$ cat src/rtl/cordic_pkg.sv
// Shared CORDIC vectoring constants: widths, angle table, pi/2, gain correction and FSM encoding.
// All angle constants are Q3.20 radians; K is the inverse CORDIC gain in Q0.20.
package cordic_pkg;

    localparam int CORDIC_INT_W  = 2;
    localparam int CORDIC_FRAC_W = 20;
    localparam int CORDIC_DATA_W = CORDIC_INT_W + CORDIC_FRAC_W;
    localparam int CORDIC_ITERS  = 16;

    localparam int CORDIC_PI_2 = 1647099;
    localparam int CORDIC_K    = 636750;

    typedef enum logic [2:0] {
        IDLE  = 3'd0,
        PRE   = 3'd1,
        ITER  = 3'd2,
        SCALE = 3'd3,
        DONE  = 3'd4
    } state_t;

    // atan(2^-i) in Q3.20; beyond i=8 the angle equals 2^-i to within rounding.
    function automatic int atan_lut(input int i);
        int r;
        case (i)
            0:       r = 823550;
            1:       r = 486170;
            2:       r = 256879;
            3:       r = 130396;
            4:       r = 65451;
            5:       r = 32757;
            6:       r = 16383;
            7:       r = 8192;
            default: r = (i <= 20) ? (1 << (20 - i)) : 0;
        endcase
        return r;
    endfunction

endpackage

$ cat src/rtl/cordic_vector_iter_if.sv
// Handshake bundle between a vector producer/result consumer (master) and the CORDIC block (slave).
interface cordic_vector_iter_if
    import cordic_pkg::*;
#(
    parameter int DATA_WIDTH = CORDIC_DATA_W
);
    logic                           clk_en;
    logic                           in_valid;
    logic                           in_ready;
    logic signed [DATA_WIDTH-1:0]   x_in;
    logic signed [DATA_WIDTH-1:0]   y_in;
    logic                           out_valid;
    logic                           out_ready;
    logic signed [DATA_WIDTH:0]     angle_out;
    logic        [DATA_WIDTH:0]     mag_out;

    modport master (
        output clk_en, in_valid, x_in, y_in, out_ready,
        input  in_ready, out_valid, angle_out, mag_out
    );

    modport slave (
        input  clk_en, in_valid, x_in, y_in, out_ready,
        output in_ready, out_valid, angle_out, mag_out
    );
endinterface

$ cat src/rtl/cordic_vec_step.sv
// One combinational CORDIC vectoring micro-rotation driving y toward zero.
// Both updates use the pre-step x and y; shifts are arithmetic.
module cordic_vec_step #(
    parameter int W  = 24,
    parameter int CW = 5
) (
    input  logic signed [W-1:0]  x,
    input  logic signed [W-1:0]  y,
    input  logic signed [W-1:0]  z,
    input  logic        [CW-1:0] i,
    input  logic signed [W-1:0]  atan_i,
    output logic signed [W-1:0]  x_next,
    output logic signed [W-1:0]  y_next,
    output logic signed [W-1:0]  z_next
);
    logic signed [W-1:0] x_sh;
    logic signed [W-1:0] y_sh;

    assign x_sh = x >>> i;
    assign y_sh = y >>> i;

    always_comb begin
        x_next = x;
        y_next = y;
        z_next = z;
        if (!y[W-1]) begin
            x_next = x + y_sh;
            y_next = y - x_sh;
            z_next = z + atan_i;
        end else begin
            x_next = x - y_sh;
            y_next = y + x_sh;
            z_next = z - atan_i;
        end
    end
endmodule

$ cat src/rtl/cordic_vector_iter.sv
// Iterative CORDIC vectoring: atan2(y,x) and gain-compensated magnitude, one micro-rotation per enabled clock.
// Result registered on the 19th enabled edge after acceptance; held in DONE until out_ready, clk_en low freezes everything.
module cordic_vector_iter
    import cordic_pkg::*;
#(
    parameter int INTEGER_WIDTH    = CORDIC_INT_W,
    parameter int FRACTIONAL_WIDTH = CORDIC_FRAC_W,
    parameter int DATA_WIDTH       = INTEGER_WIDTH + FRACTIONAL_WIDTH,
    parameter int ITERATIONS       = CORDIC_ITERS
) (
    input  logic                 clk,
    input  logic                 rst,
    cordic_vector_iter_if.slave  bus
);
    localparam int W  = DATA_WIDTH + 2;
    localparam int AW = DATA_WIDTH + 1;
    localparam int CW = $clog2(ITERATIONS + 1);
    localparam int PW = W + 22;

    localparam logic signed [PW-1:0] K_EXT  = PW'(CORDIC_K);
    localparam logic        [CW-1:0] LAST_I = CW'(ITERATIONS - 1);

    state_t               state;
    logic [CW-1:0]        cnt;
    logic signed [W-1:0]  x_r;
    logic signed [W-1:0]  y_r;
    logic signed [W-1:0]  z_r;
    logic                 zero_r;
    logic                 out_valid_r;
    logic signed [AW-1:0] angle_r;
    logic [AW-1:0]        mag_r;

    logic signed [W-1:0]  x_nx;
    logic signed [W-1:0]  y_nx;
    logic signed [W-1:0]  z_nx;
    logic signed [W-1:0]  atan_i;

    assign atan_i = W'(atan_lut(int'(cnt)));

    cordic_vec_step #(
        .W  (W),
        .CW (CW)
    ) u_step (
        .x      (x_r),
        .y      (y_r),
        .z      (z_r),
        .i      (cnt),
        .atan_i (atan_i),
        .x_next (x_nx),
        .y_next (y_nx),
        .z_next (z_nx)
    );

    assign bus.in_ready  = (state == IDLE) && bus.clk_en;
    assign bus.out_valid = out_valid_r;
    assign bus.angle_out = angle_r;
    assign bus.mag_out   = mag_r;

    always_ff @(posedge clk or posedge rst) begin
        if (rst) begin
            state       <= IDLE;
            cnt         <= '0;
            x_r         <= '0;
            y_r         <= '0;
            z_r         <= '0;
            zero_r      <= 1'b0;
            out_valid_r <= 1'b0;
            angle_r     <= '0;
            mag_r       <= '0;
        end else if (bus.clk_en) begin
            case (state)
                IDLE: begin
                    if (bus.in_valid) begin
                        x_r   <= W'(bus.x_in);
                        y_r   <= W'(bus.y_in);
                        state <= PRE;
                    end
                end
                PRE: begin
                    // Fold the left half-plane onto the right so the iterations converge over [-pi, pi].
                    zero_r <= (x_r == '0) && (y_r == '0);
                    if (x_r[W-1] && !y_r[W-1]) begin
                        x_r <= y_r;
                        y_r <= -x_r;
                        z_r <= W'(CORDIC_PI_2);
                    end else if (x_r[W-1]) begin
                        x_r <= -y_r;
                        y_r <= x_r;
                        z_r <= -W'(CORDIC_PI_2);
                    end else begin
                        z_r <= '0;
                    end
                    cnt   <= '0;
                    state <= ITER;
                end
                ITER: begin
                    x_r <= x_nx;
                    y_r <= y_nx;
                    z_r <= z_nx;
                    if (cnt == LAST_I) begin
                        cnt   <= '0;
                        state <= SCALE;
                    end else begin
                        cnt <= cnt + 1'b1;
                    end
                end
                SCALE: begin
                    if (zero_r) begin
                        angle_r <= '0;
                        mag_r   <= '0;
                    end else begin
                        angle_r <= AW'(z_r);
                        mag_r   <= AW'((PW'(x_r) * K_EXT) >>> FRACTIONAL_WIDTH);
                    end
                    out_valid_r <= 1'b1;
                    state       <= DONE;
                end
                DONE: begin
                    if (bus.out_ready) begin
                        out_valid_r <= 1'b0;
                        state       <= IDLE;
                    end
                end
                default: state <= IDLE;
            endcase
        end
    end
endmodule
$ cat src/flat_wrapper.sv
// flat-port wrapper written by rule: the top's interface ports become plain ports
module cordic_vector_iter_flat import cordic_pkg::*;
#(
    parameter int INTEGER_WIDTH    = CORDIC_INT_W,
    parameter int FRACTIONAL_WIDTH = CORDIC_FRAC_W,
    parameter int DATA_WIDTH       = INTEGER_WIDTH + FRACTIONAL_WIDTH,
    parameter int ITERATIONS       = CORDIC_ITERS
)
  (clk, rst, bus_clk_en, bus_in_valid, bus_x_in, bus_y_in, bus_out_ready, bus_in_ready, bus_out_valid, bus_angle_out, bus_mag_out);
  cordic_vector_iter_if #(.DATA_WIDTH(DATA_WIDTH)) bus_i ();
  input  logic clk;
  input  logic rst;
  input wire logic [$bits(bus_i.clk_en)-1:0] bus_clk_en;
  input wire logic [$bits(bus_i.in_valid)-1:0] bus_in_valid;
  input wire logic [$bits(bus_i.x_in)-1:0] bus_x_in;
  input wire logic [$bits(bus_i.y_in)-1:0] bus_y_in;
  input wire logic [$bits(bus_i.out_ready)-1:0] bus_out_ready;
  output wire logic [$bits(bus_i.in_ready)-1:0] bus_in_ready;
  output wire logic [$bits(bus_i.out_valid)-1:0] bus_out_valid;
  output wire logic [$bits(bus_i.angle_out)-1:0] bus_angle_out;
  output wire logic [$bits(bus_i.mag_out)-1:0] bus_mag_out;
  assign bus_i.clk_en = bus_clk_en;
  assign bus_i.in_valid = bus_in_valid;
  assign bus_i.x_in = bus_x_in;
  assign bus_i.y_in = bus_y_in;
  assign bus_i.out_ready = bus_out_ready;
  assign bus_in_ready = bus_i.in_ready;
  assign bus_out_valid = bus_i.out_valid;
  assign bus_angle_out = bus_i.angle_out;
  assign bus_mag_out = bus_i.mag_out;
  cordic_vector_iter #(.INTEGER_WIDTH(INTEGER_WIDTH), .FRACTIONAL_WIDTH(FRACTIONAL_WIDTH), .DATA_WIDTH(DATA_WIDTH), .ITERATIONS(ITERATIONS)) u_core (.clk(clk), .rst(rst), .bus(bus_i));
endmodule
$ cat config.mk
export PLATFORM = sky130hd
export DESIGN_NAME = cordic_vector_iter_flat
export DESIGN_NICKNAME = d
export VERILOG_FILES = /design/src/rtl/cordic_pkg.sv /design/src/rtl/cordic_vector_iter_if.sv /design/src/rtl/cordic_vec_step.sv /design/src/rtl/cordic_vector_iter.sv /design/src/flat_wrapper.sv
export SDC_FILE = /design/constraint.sdc
export NUM_CORES = 1
export LEC_CHECK = 0
export ABC_AREA = 1
export CORE_UTILIZATION = 55
export CTS_CLUSTER_DIAMETER = 30
export DETAILED_ROUTE_END_ITERATION = 12
export HOLD_SLACK_MARGIN = 0.08
export PLACE_DENSITY = 0.84
export SYNTH_ARGS = -nofsm -noshare
export SYNTH_HDL_FRONTEND = slang
export SYNTH_SLANG_ARGS = --single-unit
$ cat constraint.sdc
create_clock -name clk -period 9.14 [get_ports clk]
set_input_delay 0.914 -clock clk [delete_from_list [all_inputs] [get_ports clk]]
set_output_delay 0.914 -clock clk [all_outputs]
set_load 0.03 [all_outputs]
======== Yosys cells after proc, flatten, opt, wreduce, memory -nomap -nowiden ========
Index checks and enable logic that the tools add are counted.
storage, ports and cells
  register bits after elaboration ......... 128
  input bits .............................. 49
  word-level logic and storage cells ...... 85
  output and inout port bits .............. 48
cells by class
  $add $sub $neg .......................... 10
  reductions and logical operators ........ 18
  multipliers ............................. 1
  equal/unequal tests ..................... 16
  shift-type cells ........................ 3
  $lt $le $gt $ge ......................... 1
  muxes and demuxes ....................... 26
operator list
  kind                                                 count
  2-to-1 mux 24 bit                                    12
  one-hot mux 24 bit (8 select lines)                  1
  one-hot mux 24 bit (3 select lines)                  2
  adder 24 bit                                         3
  subtractor 24 bit                                    3
  zero test 24 bit                                     2
  negator 24 bit                                       2
  one-hot mux 24 bit (2 select lines)                  1
  >>> shifter 24 x 5 -> 24 bit                         2
  2-to-1 mux 23 bit                                    2
  multiplier 24 x 20 -> 42 bit, second input constant  1
  << shifter 1 x 32 -> 24 bit, first input constant    1
  == test 5 x 3 -> 1 bit, second input constant        4
  one-hot mux 3 bit (5 select lines)                   1
  == test 5 x 2 -> 1 bit, second input constant        2
  one-hot mux 5 bit (2 select lines)                   1
  2-to-1 mux 3 bit                                     3
  AND reduction 4 bit                                  2
  == test 3 x 2 -> 1 bit, second input constant        2
  AND reduction 2 bit                                  3
  AND reduction 3 bit                                  2
  subtractor 5 x 5 -> 6 bit, first input constant      1
  adder 5 x 1 -> 5 bit, second input constant          1
  == test 5 x 1 -> 1 bit, second input constant        1
  16 further kinds                                     20

======== Logic depth before layout (Yosys ltp) ========
Gate-level depths: netlist of run 1.
  depth after elaboration ................. 7
  mapped depth ............................ 35
  gate-level depth less buffers ........... 33

======== Cells and area by module ========
A second synthesis of run 1 with hierarchy kept.
unflattened totals
  cell total of the unflattened synthesis .. 3902
  area, all modules ....................... 26613.0 um2
by module, submodules not included
  module              sequential area each (um2)  cells each  area an instance (um2)  times used
  cordic_vector_iter  3203.1                      2414        18759.2                 1
  cordic_vec_step     0.0                         1488        7853.8                  1

======== Worst setup path after synthesis of run 1 ========
No wires, ideal clock.
  kind .................................... register -> register
  start point ............................. register u_core.x_r[23]
  end point ............................... register u_core.mag_r[21], in the netlist u_core.bus.mag_out[21]
  buffers on the path ..................... 2
  library setup time ...................... 0.123 ns
  clock period less this slack ............ 7.427 ns
  required time ........................... 9.017 ns
  cell stages (with the launch flop) ...... 26
  setup slack ............................. 1.713 ns
  data arrival time ....................... 7.304 ns
  cell sequence ........................... dfrtp_1 buf_2 inv_1 clkbuf_1 ha_1 fa_1 inv_1 fa_1 inv_1 fa_1 fa_1 fa_1 inv_1 fa_1 inv_1 ha_1 a21o_1 a21boi_0 o21ai_0 a21oi_1 nand2_1 a21o_1 nand2_1 nand3_1 o21ai_0 nand2_1
on the way
  word-level cells in the longest chain between the ends .. 2
ends and longest elaborated chain
  element                       line                       RTL
  start, declared               cordic_vector_iter.sv:25   logic signed [W-1:0] x_r;
  start signal, assigned        cordic_vector_iter.sv:74   x_r <= W'(bus.x_in);
  start signal, assigned        cordic_vector_iter.sv:83   x_r <= y_r;
  start signal, assigned        cordic_vector_iter.sv:87   x_r <= -y_r;
  multiplier 24 x 20 -> 42 bit  cordic_vector_iter.sv:113  mag_r <= AW'((PW'(x_r) * K_EXT) >>> FRACTIONAL_WIDTH);
  2-to-1 mux 23 bit             cordic_vector_iter.sv:108  if (zero_r) begin
  end signal, assigned          cordic_vector_iter.sv:113
  end, declared                 cordic_vector_iter.sv:31   logic [AW-1:0] mag_r;
No other way between the ends.
A chain may end at the register's enable or synchronous reset.

======== Worst setup path after layout of run 1 ========
  start point ............................. register u_core.x_r[18]
  end point ............................... register u_core.mag_r[19], in the netlist u_core.bus.mag_out[19]
The elaborated chain is that of the path after synthesis.

==> run summary, run 1 <==
The total length of routed wires came out at 84,100 microns. For this design, the sink count on the clock tree is 127. The required time at the endpoint of the critical path came out at 9520 ps. Setup repair after global routing left no endpoint under its margin. Yosys mapped a number of flops with a built-in enable equal to 0. The effective utilization at floorplan is 56.0%. In the post-synthesis netlist, the biggest area contributors are fa_1 18%, ha_1 14%, dfrtp_1 12%, nand2_1 10%, inv_1 9.2%. The worst register-to-register path ends at u_core.bus.mag_out[19]. After filler insertion, the fill cell instance count of the layout stands at 4,167. The chip width came out at 217 microns. The TritonCTS buffer count is 17.

Counting distinct cell types in the post-synthesis netlist gives 66. The final total negative setup slack came out at 0 ps. The count of endpoints failing setup in the final report is 0.

The register area share after synthesis is 12.5%. The remaining routing DRC violations came out at 0. For the pin with the worst max-slew slack, the measured transition is 1220 ps.

The floorplan core area came out at 45,600 sq um. The count of endpoints failing hold in the final timing report is 0. The detailed router finished its first iteration with 2,932 violations. Entering global routing, the biggest net connects 75 pins.

The top fanout value on the critical path came out at 11. The die footprint is 47,200 sq um. The critical path launch point is u_core.x_r[18]. The fraction of post-synthesis cell area in the top cell type by area came out at 18.0%. The number of buffers added on ports came out at 96. The number of top-level pins came out at 97. The critical path goes through inv_1 > ha_1 > inv_1 > fa_1 > fa_1 > inv_1 > fa_1 > fa_1 > fa_1 > inv_1 > fa_1 > inv_1 > ha_1 > nand2_1 > nor2_1 > inv_1 > nor4_1 > o211ai_1 > nand3_1 > nand2_1 > nand2_1 > o21ai_0. On the worst path, the slowest cell contributes a delay of 810 ps. The final routed wire length divided by cell count is 19.8 microns. The number of max-slew violations in the final report was 0. Among all cell types in the netlist, the one instantiated most often is nand2_1. Sorting the synthesized cells by how often they occur yields 706 x nand2_1, 624 x inv_1, 295 x ha_1, 265 x o21ai_0, 260 x nor2_1. The root buffer cell is clkbuf_16. The post-cts gate resize count came out at 0. For this run, the leading register cell type out of synthesis is dfrtp_1. The mapped cell area is 25,500 sq um. The H-tree was split into 4 levels. Across the run, the number of max-cap violations was 0. The start of the worst register-to-register path is u_core.x_r[18]. The floorplan has 78 rows. In this run, synthesis produced a sequential element count of 127.

The kind of end point of the critical path is a flip-flop. The async set or reset register ratio after synthesis came out at 100%. STA classifies the critical path startpoint as a flip-flop. The half-perimeter wire length of the detailed placement result is 67,500 microns. The worst setup path is of the flip-flop to flip-flop kind. The number of iterations in the first detailed-routing pass is 8.

Counting along the longest clock path gives a buffer depth of 2. The number of warning messages in the yosys log is 0. The clock input transition at the sequential cells of the worst setup and hold paths came out at 70 ps. The cell area after placement came out at 26,900 sq um. Data on the critical path arrives at its endpoint at 7540 ps.

The worst hold path was traced through 2 stages. The net count after synthesis came out at 4,174. The fraction of the cycle the final worst path needs came out at 78.2%. The most critical setup path has its endpoint at u_core.bus.mag_out[19]. The largest total area in the synthesized netlist belongs to fa_1.

The antenna diode count came out at 0. The synthesized area per cell came out at 7.08 sq um. Once layout is complete, the cells apart from fillers number 4,256. At the later pin of the worst-skew pair, clock insertion delay measures 500 ps. The final setup skew is 15.2 ps. The tightest min-delay check is of the flip-flop to flip-flop type.

The number of setup buffers added after CTS came out at 0. The final net count is 4,216. The share of layout cells above drive strength 1 is 4.98%. The flow ran to the end, and the final reports show no timing, DRC or antenna violations. The initial antenna violation count is 0. The number of cells traversed by the worst register-to-register path came out at 22. On the critical path, the stage with the largest delay is an instance of dfrtp_1. The number of instances in the placed design came out at 4,224. The final RePlAce weighted congestion came out at 1.04. The antenna violation net count after detailed routing came out at 0.

The cell area after layout came out at 27,500 sq um. The number of standard cells after synthesis is 3,601. The slack of the worst reg-to-reg path is 1990 ps.

In this run the vertical extent of the chip is 217 microns. Hold timing on the final database bottoms out at a slack of 481 ps. The first global-routing pass estimated 132,000 microns of wire.

The hold buffer count at CTS is 0. The CTS tree is done. The headroom to the max-slew limit is 18.7%.

The total congestion overflow after global routing is 0. The number of vias per cell is 5.90. The detailed router placed 25,116 vias in this run.

The fmax is 140 MHz. The layout overhead on the synthesized area came out at 7.81%. In the global route stage, overall resource usage came out at 36.4%. For the finished layout, the period the worst path requires is 7150 ps. The via count of the first global-routing pass came out at 23,989.
## layer usage
metal  GRT usage (%)  wire length (microns)  vias up
met3            8.51                   9090      235
met4            16.8                   4000        0
met5               0                      0        -
met1            49.7                  34800    11748
met2            54.4                  36200     1343
li1                -                      -    11790
## cells by family (layout without fill, tap and decap cells)
family                   count (synthesis)  in the layout  synth area share, %
AND/OR/NAND/NOR                       1340           1340                 22.7
AO/OA/AOI/OAI                          755            755                 17.0
buffers and inverters                  745            800                 11.6
adder cells (fa/ha/maj)                524            524                 32.4
flip-flops                             127            127                 12.5
XOR/XNOR                               108            108                 3.71
multiplexers                             2              2               0.0785
## worst min-delay path by stage
stage                             start                  endpoint  slack (ps)
2_1_floorplan             u_core.zero_r     u_core.bus.mag_out[4]         450
6_report          u_core.bus.mag_out[0]     u_core.bus.mag_out[0]         480
3_3_place_gp      u_core.bus.mag_out[0]     u_core.bus.mag_out[0]         460
5_1_grt        u_core.bus.angle_out[19]  u_core.bus.angle_out[19]         510
4_1_cts           u_core.bus.mag_out[0]     u_core.bus.mag_out[0]         490
3_5_place_dp     u_core.bus.mag_out[20]    u_core.bus.mag_out[20]         470
## stage by stage
| step | worst slack [ps] | util, % |
|---|---|---|
| after floorplan | 1710 | - |
| after global placement | 2270 | 59.0 |
| after detailed placement | 2190 | 59.0 |
| after CTS | 2160 | 60.3 |
| after global routing | 1730 | 60.3 |
| final | 1990 | 60.3 |
## final cells by class
type / instances / area [sq um] / area share [%]
Clock buffer: 18 / 429 / 1.56
Tap cell: 600 / 751 / 2.73
Timing Repair Buffer: 119 / 1130 / 4.12
Multi-Input combinational cell: 2729 / 19400 / 70.5
Clock inverter: 14 / 175 / 0.637
Inverter: 649 / 2440 / 8.89
Sequential cell: 127 / 3180 / 11.6
## critical path, delay by kind of cell, from the launching register on
family / cells / cell delay (ps)
flops: 1 / 810
fa+ha+maj: 8 / 3940
buf+inv: 6 / 760
compound gates: 2 / 300
simple gates: 6 / 1210
## registers in the layout, summed over array words and instances, names as in the netlist
signal                flops
u_core.zero_r             1
u_core.x_r               24
u_core.bus.out_valid      1
u_core.y_r               24
u_core.state              3
u_core.z_r               23
u_core.bus.angle_out     23
u_core.cnt                5
u_core.bus.mag_out       23
## placed cells by master, fill, tap and decap left out, types with 43 or more instances in the layout
cell and count:
nand2_1 706, inv_1 621, ha_1 295, o21ai_0 265, nor2_1 259, a21oi_1 253, fa_1 229, nand3_1 219
dfrtp_1 124, clkdlybuf4s50_1 96, xor2_1 71, o21ai_1 43
Power of run 1 is not shown: default switching activity piles up to over one toggle a cycle in this logic, so the estimate is an artifact.
==> run 2, diff against run 1 <==
- PLACE_DENSITY: 0.84 -> 0.87
- clock period: 9.14 -> 6.08 ns (I/O delays scaled with it)
==> run 2 against run 1 <==
Maximum frequency up 20%; first-iteration DRC count grew 10%; non-clock buffer count rose by 101; count of clock-buffer cells in the layout up 1; critical path type unchanged; largest cell class unchanged; critical endpoint is now u_core.bus.mag_out[21]; final cell count increased by 2.4%; global-route usage shrank 0.29 points; clock skew fell by 4.1 ps; flip-flop and latch count unchanged; worst hold slack better by 6.6 ps; critical path depth up 3; design area increased by 5.0%; die area did not move.
==> run summary, run 2 (synthesized netlist as in run 1, its figures left out) <==
Setup repair after global routing could not meet its margin everywhere. The clock input transition at the sequential cells of the worst setup and hold paths was 60 ps (about the same). The run finished with clean final reports. The die footprint was 47,200 sq um (unchanged). The time the worst path needs with I/O delays and setup is 5960 ps (-1190 ps). The share of layout cells above drive strength 1 came out at 10.6% (+5.6 points). The final worst slack came out at 118 ps (-1870 ps).

The cell area after placement is 27,600 sq um (+2.5%). The number of rows in the core area came out at 78 (unchanged). The number of max-slew violations in the final report came out at 0 (unchanged). The final net count came to 4,317 (+2.4%).

The number of buffers added on ports came out at 96 (unchanged). The count of vias placed by the detailed router is 25,647 (+2.1%). The slew of the pin with the lowest slew margin came out at 1010 ps (-212 ps).

The final hold slack is 488 ps (+6.64 ps). The hold buffer count at CTS is 0 (unchanged). The overall global routing resource usage is 36.1% (-0.29 points).

The remaining routing DRC violations came out at 0 (unchanged). The final setup skew came out at 11.1 ps (-4.12 ps). The library cell contributing the largest single delay on the critical path is fa_1. The data arrival time of the critical path is 6380 ps (-1160 ps). The effective utilization at floorplan came out at 56.0% (unchanged). The violation count after the first detailed-routing iteration is 3,235 (+10%). The chip height is 217 microns (unchanged). The delay of the slowest critical-path stage is 590 ps (-220 ps).

The clock net sink count came to 127 (unchanged). The worst setup slack before clock tree synthesis came out at -135 ps (-2320 ps). The TritonCTS buffer count came out at 17 (unchanged). The fraction of the cycle the final worst path needs was 98.1% (+20 points). The top fanout value on the critical path is 8 (-3). The worst setup path is of the flip-flop to flip-flop kind. The headroom to the max-slew limit is 32.8% (+14 points). The H-tree level count is 4 (unchanged). The chip width is 217 microns (unchanged). The path class of the lowest-slack min-delay path is flip-flop to flip-flop. The initial antenna violation count is 1 (+1). The largest registers in the layout are u_core.x_r: 24 flops, u_core.y_r: 24 flops.

STA classifies the critical path startpoint as a flip-flop. The root buffer cell chosen for the clock tree is clkbuf_16. The kind of end point of the critical path is a flip-flop. The final total negative setup slack was 0 ps (unchanged). The fmax is 168 MHz (+20%). The total length of routed wires came to 85,600 microns (+1.7%). The clock latency at the later pin of the worst-skew pair is 490 ps (about the same). The via count of the first global-routing pass is 24,193 (+0.85%).

In the layout the commonest cells are 698 x nand2_1, 605 x inv_1, 255 x nor2_1, 255 x o21ai_0, 246 x ha_1. The antenna violation net count after detailed routing came to 0 (unchanged). The max-cap check violation count came to 0 (unchanged). The floorplan core area is 45,600 sq um (unchanged). The number of top-level pins was 97 (unchanged). The global-route wire length before repair came out at 132,000 microns (-0.21%). The layout overhead on the synthesized area is 13.2%. The CTS tree is done. The final RePlAce weighted congestion came out at 1.04 (about the same). The total congestion overflow after global routing came out at 0 (unchanged).

The final routed wire length divided by cell count came to 19.6 microns (-0.65%). The count of endpoints failing hold in the final timing report came out at 0 (unchanged). In this design, the critical path's most frequently occurring cell is fa_1. The maximum number of pins on one net before global-route repair came out at 95 (+27%).

The number of vias per cell came out at 5.89 (-0.28%). The cell area after layout came out at 28,900 sq um (+5.0%). The number of fillers in the final layout is 4,004 (-3.9%).

The number of iterations in the first detailed-routing pass is 7 (-1). The count of endpoints failing setup in the final report came out at 0 (unchanged). The number of buffers on the longest clock path came to 2 (unchanged). The most common cell after layout, fill and taps aside is nand2_1. The required time at the endpoint of the critical path came out at 6500 ps (-3020 ps).

The half-perimeter wire length of the detailed placement result is 68,100 microns (+0.94%).
==> run 2: changes by cell type in the layout (fill, tap and decap cells not counted), sizes merged <==
cell / before / now
clkinv: 9 / 10
bufinv: 2 / 1
clkbuf: 18 / 19
buf: 23 / 124
diode: 0 / 1
inv: 650 / 649
==> run 2: path summary, 6_finish.rpt <==
check                                         startpoint                       end  slack, ps  cells after the start
worst max-delay path                      u_core.x_r[15]    u_core.bus.mag_out[21]        120                     25
worst min-delay path            u_core.bus.angle_out[14]  u_core.bus.angle_out[14]        490                      2
worst max register to register            u_core.x_r[15]    u_core.bus.mag_out[21]        120                     25
worst min register to register  u_core.bus.angle_out[14]  u_core.bus.angle_out[14]        490                      2
max in group asynchronous                            rst     u_core.bus.mag_out[7]       4270                      3
min in group asynchronous                            rst   u_core.bus.angle_out[0]        740                      2
==> run 2: metal layers <==
layer / part of all wire, % / global-route usage (%)
met2: 44 / 54.7
met1: 41 / 49.1
met3: 10 / 7.42
met5: 0.054 / 0
met4: 5.0 / 17.0
==> run 2: cell type report <==
type	instances	area, sq um	share of cell area (%)
inverters	649	2450	8.47
flip-flops and latches	127	3190	11.1
repair buffers	220	1950	6.75
multi-input cells	2729	19900	69.1
diodes	1	2.50	0.00867
clock inverters	13	128	0.442
clock buffers	19	453	1.57
well taps	600	751	2.60
==> run 2: through the flow <==
| stage | instances | utilization (%) |
|---|---|---|
| 5_1_grt | 4357 | 63.3 |
| 3_3_place_gp | 4305 | 60.5 |
| 6_report | 4358 | 63.3 |
| 2_1_floorplan | 3601 | - |
| 4_1_cts | 4342 | 61.9 |
| 3_5_place_dp | 4305 | 60.5 |
==> run 2: critical path, delay by kind of cell (launching register included) <==
family | cells | cell delay (ps)
flops | 1 | 390
fa+ha+maj | 8 | 3660
buf+inv | 6 | 500
compound gates | 6 | 930
simple gates | 5 | 400
==> run 2: timing repair <==
action,CTS,global route
gates resized for setup,9,134
setup endpoints to repair,3,21
buffers inserted,5,15
pin swaps,3,36
Power of run 2 is left out for the same reason.
